$ cat src/rtl/pipe_ctrl_pkg.sv
// Shared definitions for the pipeline stall/flush controller: stall bus
// layout, controller state encodings and common constants.
package pipe_ctrl_pkg;

    localparam int STALL_BUS_W = 6;

    typedef logic [STALL_BUS_W-1:0] StallBus;

    // Bit k of the stall bus holds stage k; bit 5 is reserved and stays 0.
    localparam int STALL_IF  = 0;
    localparam int STALL_ID  = 1;
    localparam int STALL_EX  = 2;
    localparam int STALL_MEM = 3;
    localparam int STALL_WB  = 4;

    typedef enum logic [1:0] {
        S_RUN        = 2'd0,
        S_BR_HOLD    = 2'd1,
        S_FETCH_KILL = 2'd2
    } ctrl_state_t;

    localparam logic [31:0] ZeroWord = 32'h0000_0000;
    localparam logic        True     = 1'b1;
    localparam logic        False    = 1'b0;

endpackage

$ cat src/rtl/pipe_perf_cnt.sv
// Saturating performance counters for the pipeline controller: cycles with
// the fetch stage held, and cycles in which a branch flush was issued.
// Only instantiated when PIPE_CTRL_PERF_EN is defined.
module pipe_perf_cnt
    import pipe_ctrl_pkg::*;
(
    input  logic        clk,
    input  logic        rst,
    input  logic        stall_if,
    input  logic        flush,
    output logic [31:0] perf_stall_cyc,
    output logic [31:0] perf_flush_cnt
);

    // Count events, sticking at all-ones instead of wrapping.
    always_ff @(posedge clk or negedge rst) begin
        if (!rst) begin
            perf_stall_cyc <= ZeroWord;
            perf_flush_cnt <= ZeroWord;
        end else begin
            if (stall_if && (perf_stall_cyc != 32'hFFFF_FFFF))
                perf_stall_cyc <= perf_stall_cyc + 32'd1;
            if (flush && (perf_flush_cnt != 32'hFFFF_FFFF))
                perf_flush_cnt <= perf_flush_cnt + 32'd1;
        end
    end

endmodule

$ cat src/rtl/pipe_ctrl.sv
// Pipeline stall/flush controller. Merges IF/ID/MEM stall requests with EX
// branch resolution, defers redirects while EX is frozen by MEM, and kills
// the one stale fetch in flight when a redirect is issued.
// Optional build macro PIPE_CTRL_PERF_EN adds perf_stall_cyc/perf_flush_cnt.
//
// state        | meaning
// -------------+--------------------------------------------------------
// S_RUN        | normal flow, branches redirect in the cycle they resolve
// S_BR_HOLD    | taken branch seen while MEM stalled, target held pending
// S_FETCH_KILL | redirect issued with a fetch outstanding, drop its reply
module pipe_ctrl
    import pipe_ctrl_pkg::*;
#(
    parameter int ADDR_W  = 32,
    parameter int STALL_W = 6
) (
    input  logic               clk,
    input  logic               rst,
    input  logic               if_stall_req,
    input  logic               if_busy,
    input  logic               if_rsp_valid,
    input  logic               id_stall_req,
    input  logic               mem_stall_req,
    input  logic               ex_b_flag,
    input  logic [ADDR_W-1:0]  ex_b_target,
    output logic [STALL_W-1:0] stall_state,
    output logic               b_flag_o,
    output logic               redirect_en,
    output logic [ADDR_W-1:0]  redirect_addr,
    output logic               if_kill
`ifdef PIPE_CTRL_PERF_EN
    ,
    output logic [31:0]        perf_stall_cyc,
    output logic [31:0]        perf_flush_cnt
`endif
);

    ctrl_state_t       state, state_nxt;
    logic [ADDR_W-1:0] pend_target, pend_nxt;
    logic              fetch_open;

    // A redirect leaves a stale fetch behind only if the request is still
    // outstanding and its reply is not arriving in this very cycle.
    assign fetch_open = if_busy & ~if_rsp_valid;

    // State and pending-target registers.
    always_ff @(posedge clk or negedge rst) begin
        if (!rst) begin
            state       <= S_RUN;
            pend_target <= '0;
        end else begin
            state       <= state_nxt;
            pend_target <= pend_nxt;
        end
    end

    // Next state plus Mealy flush/redirect outputs.
    always_comb begin
        state_nxt     = state;
        pend_nxt      = pend_target;
        b_flag_o      = False;
        redirect_en   = False;
        redirect_addr = '0;
        if_kill       = False;
        case (state)
            S_RUN: begin
                if (ex_b_flag) begin
                    if (mem_stall_req) begin
                        pend_nxt  = ex_b_target;
                        state_nxt = S_BR_HOLD;
                    end else begin
                        b_flag_o      = True;
                        redirect_en   = True;
                        redirect_addr = ex_b_target;
                        state_nxt     = fetch_open ? S_FETCH_KILL : S_RUN;
                    end
                end
            end
            S_BR_HOLD: begin
                // EX keeps re-asserting the same branch here, so ex_b_flag
                // carries no new information until the redirect is issued.
                if (!mem_stall_req) begin
                    b_flag_o      = True;
                    redirect_en   = True;
                    redirect_addr = pend_target;
                    state_nxt     = fetch_open ? S_FETCH_KILL : S_RUN;
                end
            end
            S_FETCH_KILL: begin
                if_kill = True;
                if (ex_b_flag && !mem_stall_req) begin
                    // Fresh redirect; the kill window stays open for it.
                    b_flag_o      = True;
                    redirect_en   = True;
                    redirect_addr = ex_b_target;
                end else if (ex_b_flag) begin
                    pend_nxt  = ex_b_target;
                    state_nxt = S_BR_HOLD;
                end else if (if_rsp_valid) begin
                    state_nxt = S_RUN;
                end
            end
            default: begin
                state_nxt = S_RUN;
            end
        endcase
    end

    // Monotone stall vector; wrong-path IF/ID requests are ignored on flush.
    always_comb begin
        stall_state = '0;
        if (mem_stall_req) begin
            stall_state[STALL_MEM] = True;
            stall_state[STALL_EX]  = True;
            stall_state[STALL_ID]  = True;
            stall_state[STALL_IF]  = True;
        end else if (id_stall_req && !b_flag_o) begin
            stall_state[STALL_ID]  = True;
            stall_state[STALL_IF]  = True;
        end else if (if_stall_req && !b_flag_o) begin
            stall_state[STALL_IF]  = True;
        end
        if (state == S_FETCH_KILL)
            stall_state[STALL_IF] = True;
        stall_state[STALL_WB] = False;
    end

`ifdef PIPE_CTRL_PERF_EN
    pipe_perf_cnt u_perf_cnt (
        .clk            (clk),
        .rst            (rst),
        .stall_if       (stall_state[STALL_IF]),
        .flush          (b_flag_o),
        .perf_stall_cyc (perf_stall_cyc),
        .perf_flush_cnt (perf_flush_cnt)
    );
`endif

endmodule

$ cat config.mk
export PLATFORM = sky130hd
export DESIGN_NAME = pipe_ctrl
export DESIGN_NICKNAME = d
export VERILOG_FILES = /design/src/rtl/pipe_ctrl_pkg.sv /design/src/rtl/pipe_perf_cnt.sv /design/src/rtl/pipe_ctrl.sv
export SDC_FILE = /design/constraint.sdc
export NUM_CORES = 1
export LEC_CHECK = 0
export CORE_ASPECT_RATIO = 0.75
export CORE_MARGIN = 3
export CORE_UTILIZATION = 45
export CTS_CLUSTER_DIAMETER = 50
export DETAILED_ROUTE_END_ITERATION = 10
export GPL_TIMING_DRIVEN = 0
export PLACE_DENSITY = 0.84
export SYNTH_ARGS = -nofsm -noshare
export SYNTH_HDL_FRONTEND = slang
export SYNTH_SLANG_ARGS = --single-unit
$ cat constraint.sdc
create_clock -name clk -period 3.7 [get_ports clk]
set_input_delay 0.925 -clock clk [delete_from_list [all_inputs] [get_ports clk]]
set_output_delay 0.925 -clock clk [all_outputs]
set_load 0.02 [all_outputs]
==> flow_metrics.tcl, run 1 <==
set metrics [dict create \
    status "finished clean" \
    cp_data_arrival_time_ns 2.70 \
    fin_nets 294 \
    cellLeakagePower_uw 0.00176 \
    htree_levels 2 \
    ios 81 \
    hold_viol 0 \
    cts_setup_buffers 0 \
    firstDrtPassIters 4 \
    p_per_area_nw_per_um2 390 \
    relSlewSlack 0.505 \
    grt_start_max_net_pins 35 \
    synthTopCellsByArea "dfrtp_1 45%, mux2_4 24%, a22oi_1 13%" \
    layout-drive-gt1-share 0.231 \
    max_freq_mhz 276 \
    synth.most_common_cell "nor2_1" \
    cts-root-buf "clkbuf_8" \
    cts_made_buffers 5 \
    timing.critical_path.mode_cell "clkdlybuf4s50_1" \
    die_height_um 62.5 \
    critPathMaxStageDelay_ns 0.60 \
    first_global_vias 1639 \
    cts_resized 5 \
    die_w_um 81.3 \
    drv_slew 0 \
    drtIter0Drc 89 \
    vdd_drop_max_mv 0.250 \
    num_rows 19 \
    synth_xor_area_frac 0 \
    dpl.cell_count 299 \
    track_usage 0.197 \
    final_area_sq_um 2930 \
    seq_area_frac_synth 0.445 \
    cp_slowest_cell "clkdlybuf4s50_1" \
    synthSimpleGateAreaFrac 0.0910 \
    clk_latency_ns 0.28 \
    ys_warn_count 0 \
    placed_cell_area_sq_um 2760 \
    cts_tree "built" \
    stdcell_count 307 \
    finalCritPeriodShare 0.979 \
    area_growth_pct 53.3 \
    tightest_slew_ns 0.743 \
    drtAntennaViolNets 0 \
    fill_cells 277 \
    cp-start-kind "input pin" \
    synth_compound_area_frac 0.143 \
    via_per_inst 5.23 \
    clock_path_buffers 2 \
    hp-class "flop to flop" \
    path_clk_slew_ns 0.07 \
    critical_path_class "input pin to primary output" \
    critPathCaptureType "primary output" \
    synthFlopType "dfrtp_1" \
    synth_top_area_share 0.445 \
    netlist_area_sq_um 1910 \
    path_cells "clkdlybuf4s50_1 -> nor2b_1 -> buf_4 -> clkbuf_4 -> a22oi_1 -> nor2_1 -> clkdlybuf4s50_1" \
    synth-seq-cells 34 \
    synth_top_family_by_area "multiplexers" \
    synth_enable_flop_cells 0 \
    synthAdderAreaFrac 0 \
    dpl.hpwl_um 3370 \
    clock-sinks 34 \
    required_ns 2.77 \
    fin_skew_ns 0.00289 \
    hold_buffers 0 \
    place.gp.congestion 0.705 \
    port_buffers 78 \
    async_flop_share 1.00 \
    antenna_found_initial 0 \
    synth_top_area_cell "dfrtp_1" \
    synthDistinctLibCells 19 \
    grt_first_pass_wirelength_um 7820 \
    final_util 0.756 \
    critical_path.max_fanout 10 \
    period_needed_ns 3.62 \
    synthMuxAreaShare 0.247 \
    setup_violations 0 \
    diodes 0 \
    drt_wl_total_um 4870 \
    holdWs_ns 0.501 \
    syn_inst 168 \
    via_count 1607 \
    postSynthAreaPerCell_sq_um 11.4 \
    drc 0 \
    synthTopCellsByCount "36 x nor2_1, 34 x dfrtp_1, 32 x a22oi_1, 30 x mux2_4, 7 x buf_2" \
    core_area_sq_um 3870 \
    routedWlPerCell_um 15.9 \
    overflow 0 \
    max_cap_violations 0 \
    p_total_uw 1140 \
    multi_input_area_sq_um 928 \
    dieArea_sq_um 5080 \
    start_util 0.493 \
    seq_area_sq_um 851 \
]
path summary, 6_finish.rpt:
path / start / to / slack (ns) / depth (start not counted)
min in group asynchronous: rst / state[1]$_DFFE_PN0P_ / 0.70 / 1
worst min register to register: pend_target[21]$_DFFE_PN0P_ / pend_target[21]$_DFFE_PN0P_ / 0.50 / 1
worst max-delay path: ex_b_flag / redirect_addr[13] / 0.08 / 7
worst min-delay path: pend_target[21]$_DFFE_PN0P_ / pend_target[21]$_DFFE_PN0P_ / 0.50 / 1
worst max register to register: state[0]$_DFFE_PN0P_ / pend_target[14]$_DFFE_PN0P_ / 2.31 / 5
max in group asynchronous: rst / pend_target[30]$_DFFE_PN0P_ / 2.52 / 1
where the power goes:
group	switching, uW	internal (uW)
logic	156	222
registers	42.0	443
clock network	131	150
cells in the final DEF (no fill, tap or decap), types with 2 or more instances in the layout:
cell type | synthesis | layout
clkbuf_8 | 0 | 6
buf_2 | 7 | 7
clkdlybuf4s50_1 | 0 | 49
buf_6 | 3 | 3
inv_1 | 2 | 2
buf_4 | 6 | 6
mux2_1 | 2 | 2
clkbuf_2 | 0 | 2
dfrtp_1 | 34 | 34
a22oi_1 | 32 | 32
conb_1 | 1 | 2
dlymetal6s2s_1 | 0 | 28
clkbuf_4 | 0 | 3
a21o_1 | 2 | 2
nor2b_1 | 3 | 3
mux2_4 | 30 | 30
nor2_1 | 36 | 36
metrics by stage:
step	TNS (ns)	setup slack, ns
after floorplan	0	0.936
after global placement	-2.66	-0.198
after detailed placement	-2.73	-0.225
after CTS	0	0.00543
after global routing	-0.000411	-0.000411
final	0	0.0787
critical path: cells and delay by family:
family,cells,cell delay [ns]
AOI/OAI and AO/OA,1,0.08
and+or+nand+nor,2,0.23
buffers and inverters,4,1.45
sequential cells by signal, summed over array words and instances, names as in the netlist:
name and flops:
pend_target 32, state 2
layer usage:
metal	up-vias	track usage	wire (um)
li1	759	-	-
met1	778	0.274	2240
met4	0	0.0506	46
met3	6	0.0519	368
met2	64	0.302	2210
met5	-	0	0
cell type report:
type / instances / area share
Sequential cell: 34 / 0.290
Multi-Input combinational cell: 113 / 0.317
Clock inverter: 1 / 0.00171
Timing Repair Buffer: 78 / 0.289
Tap cell: 52 / 0.0222
Buffer: 20 / 0.0482
Inverter: 2 / 0.00256
Clock buffer: 7 / 0.0295
cells by family after synthesis:
group,after synthesis
mux,32
simple gates,42
other cells,1
buf+inv,22
flops,34
compound gates,37
(Power assumes the default switching activity.)
==> run 2: changes to the inputs <==
--- a/config.mk
+++ b/config.mk
@@ -11,7 +11,7 @@
 export CTS_CLUSTER_DIAMETER = 50
 export DETAILED_ROUTE_END_ITERATION = 10
 export GPL_TIMING_DRIVEN = 0
-export PLACE_DENSITY = 0.84
+export PLACE_DENSITY = 0.9
 export SYNTH_ARGS = -nofsm -noshare
 export SYNTH_HDL_FRONTEND = slang
 export SYNTH_SLANG_ARGS = --single-unit
==> run 2 against run 1 <==
Clock power decreased by 11%. Cell count down 0.33%. Global-route usage up 0.61 points. Worst setup slack improved by 0.16 ns. Routed wire length up 0.88%. Core utilization decreased by 1.9 points. Register-to-register slack lost 0.04 ns. Fmax is 4.7% higher. Flip-flop and latch count unchanged. Cell area decreased by 2.6%. Critical path depth is 1 lower.
==> flow_metrics.tcl, run 2 (same netlist as run 1, synthesis figures left out) <==
set metrics [dict create \
    cp_slowest_cell "clkdlybuf4s50_1" \
    drtAntennaViolNets 0 \
    power_frac_comb 0.334 \
    seqPwrFrac 0.439 \
    path_buf_inv 3 \
    cp_data_arrival_time_ns 2.53 \
    via_count 1590 \
    hold_viol 0 \
    largest_register_ffs 32 \
    drv_slew 0 \
    pre_cts_ws_ns -0.270 \
    relSlewSlack 0.505 \
    clk_latency_ns 0.28 \
    path_cells "clkdlybuf4s50_1 -> nor2b_1 -> buf_4 -> a22oi_1 -> nor2_1 -> clkdlybuf4s50_1" \
    drc 0 \
    grt_start_max_net_pins 35 \
    critical_path_class "input pin to primary output" \
    overflow 0 \
    required_ns 2.77 \
    dpl.cell_count 299 \
    fin_nets 294 \
    cts-root-buf "clkbuf_8" \
    critPathMaxStageDelay_ns 0.62 \
    cp-start-kind "input pin" \
    period_needed_ns 3.46 \
    tightest_slew_ns 0.742 \
    ios 81 \
    drtIter0Drc 87 \
    multi_input_area_sq_um 928 \
    die_height_um 62.5 \
    cellLeakagePower_uw 0.00158 \
    dieArea_sq_um 5080 \
    clockPowerShare 0.226 \
    critPathCaptureType "primary output" \
    firstDrtPassIters 4 \
    setup_violations 0 \
    timing.critical_path.mode_cell "clkdlybuf4s50_1" \
    dpl.hpwl_um 3510 \
    p_total_uw 1110 \
    p_int_uw 787 \
    max_cap_violations 0 \
    area_growth_pct 49.3 \
    regMostFlops "pend_target" \
    clock-sinks 34 \
    layout.cells.most_common "clkdlybuf4s50_1" \
    seq_area_sq_um 851 \
    cts_tree "built" \
    swShare 0.290 \
    timing.final.ws_setup_ns 0.242 \
    drt_wl_total_um 4910 \
    tns_ns 0 \
    hp-class "flop to flop" \
    cpLargestDelayFamily "buffers and inverters" \
    p_per_area_nw_per_um2 388 \
    mostFrequentLayoutCells "45 x clkdlybuf4s50_1, 36 x nor2_1, 34 x dfrtp_1" \
    largestRegisters "pend_target (32), state (2)" \
    core_area_sq_um 3870 \
    port_buffers 78 \
    holdWs_ns 0.502 \
    finalCritPeriodShare 0.934 \
    max_freq_mhz 289 \
    first_global_vias 1683 \
    layout-drive-gt1-share 0.228 \
    cts_made_buffers 5 \
    rsz0062_at_grt "no" \
    status "finished clean" \
    num_rows 19 \
    fin_skew_ns 0.00185 \
    fill_cells 291 \
    die_w_um 81.3 \
    routedWlPerCell_um 16.0 \
    diodes 0 \
    htree_levels 2 \
    clock_path_buffers 2 \
    grt_first_pass_wirelength_um 7990 \
    vdd_drop_max_mv 0.256 \
    track_usage 0.203 \
    antenna_found_initial 0 \
    place.gp.congestion 0.715 \
    via_per_inst 5.20 \
    path_clk_slew_ns 0.06 \
    p_switching_uw 321 \
    critical_path.max_fanout 6 \
    start_util 0.493 \
    stdcell_count 306 \
]
## run 2: changes by cell type in the layout (fill, tap and decap cells not counted), moves of 2 or more
cell             before  now
dlymetal6s2s_1       28   13
dlygate4sd2_1         0   18
buf_4                 6    8
clkdlybuf4s50_1      49   45
## run 2: power groups by stage
stage	logic, uW	registers [uW]	clock network [uW]
6_report	370	487	251
5_1_grt	398	495	273
4_1_cts	375	485	253
3_5_place_dp	384	488	0
3_3_place_gp	376	485	0
2_1_floorplan	238	478	0
## run 2: area by class of cell
class	count	share of cell area
Buffer	20	0.0504
Clock buffer	7	0.0267
Sequential cell	34	0.298
Multi-Input combinational cell	113	0.325
Inverter	2	0.00263
Tap cell	52	0.0228
Timing Repair Buffer	78	0.274
## run 2: metal layers
| layer | part of all wire | vias up | global-route usage |
|---|---|---|---|
| met3 | 0.068 | 8 | 0.0504 |
| li1 | - | 759 | - |
| met5 | 0 | - | 0 |
| met2 | 0.46 | 60 | 0.307 |
| met4 | 0.012 | 0 | 0.0675 |
| met1 | 0.46 | 763 | 0.281 |
## run 2: repair_timing
item                       4_1_cts  5_1_grt
gates resized for setup         26       14
buffers inserted                 0        0
setup endpoints to repair       31       13
hold buffers                     0        0
## run 2: path summary, 6_finish.rpt
kind	start	to	slack (ns)	cells past startpoint
hold / removal	pend_target[22]$_DFFE_PN0P_	pend_target[22]$_DFFE_PN0P_	0.50	1
max in group asynchronous	rst	pend_target[3]$_DFFE_PN0P_	2.52	1
min in group asynchronous	rst	pend_target[20]$_DFFE_PN0P_	0.71	1
setup / recovery	ex_b_flag	redirect_addr[10]	0.24	6
hold reg to reg	pend_target[22]$_DFFE_PN0P_	pend_target[22]$_DFFE_PN0P_	0.50	1
setup reg to reg	state[0]$_DFFE_PN0P_	pend_target[20]$_DFFE_PN0P_	2.27	5
## run 2: worst register-to-register path, delay by kind of cell (launching register included)
kind	cells	cell delay [ns]
buf+inv	2	0.35
flops	1	0.42
mux	1	0.31
simple gates	2	0.23
## run 2: metrics by stage
stage               instance area [sq um]   util
floorplan                            1920      -
global placement                     2760  0.713
detailed placement                   2760  0.711
CTS                                  2820  0.728
global route                         2860  0.737
finish                               2860  0.737
==> run 3: changes to the inputs <==
--- a/config.mk
+++ b/config.mk
@@ -7,11 +7,12 @@
 export LEC_CHECK = 0
 export CORE_ASPECT_RATIO = 0.75
 export CORE_MARGIN = 3
-export CORE_UTILIZATION = 45
+export CORE_UTILIZATION = 46
 export CTS_CLUSTER_DIAMETER = 50
 export DETAILED_ROUTE_END_ITERATION = 10
 export GPL_TIMING_DRIVEN = 0
-export PLACE_DENSITY = 0.9
+export PLACE_DENSITY = 0.92
+export RECOVER_POWER = 25
 export SYNTH_ARGS = -nofsm -noshare
 export SYNTH_HDL_FRONTEND = slang
 export SYNTH_SLANG_ARGS = --single-unit
==> run 3 against run 2 <==
The run now ends with capacitance limit, slew limit left. Clock skew grew 0.0016 ns. Power grew 1.4%. Flip-flop and latch count is the same. Core utilization grew 2.6 points. Sequential share of layout area shrank 0.65 points. Worst setup slack lost 0.16 ns. Count of clock-buffer cells in the layout shrank 1. Register-to-register slack gained 0.03 ns. First-iteration DRC count shrank 6.9%. Routed wire length shrank 1.6%. Critical path type unchanged. Highest routed layer unchanged.
==> flow_metrics.tcl, run 3 (same netlist as run 1, synthesis figures left out) <==
set metrics [dict create \
    start_util 0.500 \
    die_w_um 80.4 \
    cp-start-kind "input pin" \
    layout-drive-gt1-share 0.225 \
    overflow 0 \
    ios 81 \
    cts_tree "built" \
    max_freq_mhz 276 \
    track_usage 0.201 \
    hold_buffers 0 \
    first_global_vias 1575 \
    tightest_slew_ns 1.74 \
    worst-path-stages 5 \
    largest_register_ffs 32 \
    cts-root-buf "clkbuf_8" \
    htree_levels 2 \
    fin_skew_ns 0.00347 \
    relSlewSlack -0.161 \
    layout.cells.most_common "clkdlybuf4s50_1" \
    final_util 0.763 \
    tns_ns 0 \
    placed_cell_area_sq_um 2760 \
    cts_made_buffers 5 \
    critPathMaxStageDelay_ns 0.64 \
    via_count 1589 \
    via_per_inst 5.21 \
    core_area_sq_um 3830 \
    dpl.cell_count 299 \
    clk_latency_ns 0.27 \
    mostFrequentLayoutCells "46 x clkdlybuf4s50_1, 36 x nor2_1, 34 x dfrtp_1" \
    grt_first_pass_wirelength_um 7530 \
    diodes 0 \
    vdd_drop_max_mv 0.230 \
    finalCritPeriodShare 0.979 \
    cp_slowest_cell "clkdlybuf4s50_1" \
    critPathCaptureType "primary output" \
    status "complete, but fails checks" \
    drt_wl_total_um 4830 \
    setup_violations 0 \
    fin_nets 294 \
    dieArea_sq_um 4970 \
    cellLeakagePower_uw 0.00179 \
    place.gp.congestion 0.702 \
    routedWlPerCell_um 15.8 \
    drtIter0Drc 81 \
    path_clk_slew_ns 0.06 \
    clock-sinks 34 \
    timing.final.ws_setup_ns 0.0782 \
    cts_setup_buffers 0 \
    critical_path.max_fanout 10 \
    violations "capacitance limit, slew limit" \
    regMostFlops "pend_target" \
    area_growth_pct 52.7 \
    hold_path_depth 1 \
    cp_data_arrival_time_ns 2.70 \
    cpLargestDelayFamily "buffers and inverters" \
    drtAntennaViolNets 0 \
    grt_start_max_net_pins 35 \
    p_per_area_nw_per_um2 385 \
    hp-class "flop to flop" \
    num_rows 19 \
    firstDrtPassIters 4 \
    max_cap_violations 1 \
    required_ns 2.77 \
    largestRegisters "pend_target (32), state (2)" \
    hold_viol 0 \
    drc 0 \
    path_cells "clkdlybuf4s50_1 -> buf_2 -> clkbuf_4 -> nor2_1 -> clkdlybuf4s50_1" \
    drv_slew 35 \
    reg2regPathDepth 5 \
    period_needed_ns 3.62 \
    antenna_found_initial 0 \
    critical_path_class "input pin to primary output" \
    port_buffers 78 \
    stdcell_count 305 \
    rsz0062_at_grt "no" \
    path_buf_inv 4 \
    dpl.hpwl_um 3360 \
    final_area_sq_um 2920 \
    clock_path_buffers 2 \
    die_height_um 61.8 \
    pre_cts_ws_ns -0.242 \
    timing.critical_path.mode_cell "clkdlybuf4s50_1" \
]
==> run 3: cell type report <==
type                    instances  area (sq um)
multi-input cells             113           928
plain buffers                  20           136
well taps                      52          65.1
clock buffers                   6          82.6
fillers                       270           908
flip-flops and latches         34           851
repair buffers                 78           848
inverters                       2          7.51
==> run 3: final timing paths <==
kind,start,endpoint,slack [ns]
max,mem_stall_req,b_flag_o,0.08
min,pend_target[22]$_DFFE_PN0P_,pend_target[22]$_DFFE_PN0P_,0.50
max reg2reg,state[0]$_DFFE_PN0P_,pend_target[15]$_DFFE_PN0P_,2.30
min reg2reg,pend_target[22]$_DFFE_PN0P_,pend_target[22]$_DFFE_PN0P_,0.50
max in group asynchronous,rst,pend_target[29]$_DFFE_PN0P_,1.59
min in group asynchronous,rst,pend_target[18]$_DFFE_PN0P_,1.11
==> run 3: timing repair <==
item | 4_1_cts | 5_1_grt
resized for setup | 6 | 31
pin swaps | 0 | 0
setup endpoints to repair | 31 | 30
endpoints found under the hold margin | 0 | 0
==> run 3: worst reg2reg max path, delay by kind of cell (launching register included) <==
kind | cells | cell delay [ns]
mux | 1 | 0.31
simple gates | 2 | 0.22
flops | 1 | 0.42
buf+inv | 2 | 0.34
==> run 3: stage by stage <==
step	power [uW]	hold WS (ns)
floorplan	716	0.465
global placement	860	0.476
detailed placement	870	0.487
CTS	1130	0.502
global route	1180	0.522
finish	1120	0.500
==> run 3: report_power, final <==
part           leakage (uW)  internal [uW]  switching [uW]
logic               0.00135            220             156
clock network     0.0000431            143             117
registers          0.000403            443            43.3
==> run 3: routing by layer <==
metal	up-vias	wire length, um	GRT usage
li1	756	-	-
met1	774	2110	0.271
met2	54	2340	0.330
met4	0	30	0.0434
met5	-	0	0
met3	5	351	0.0548
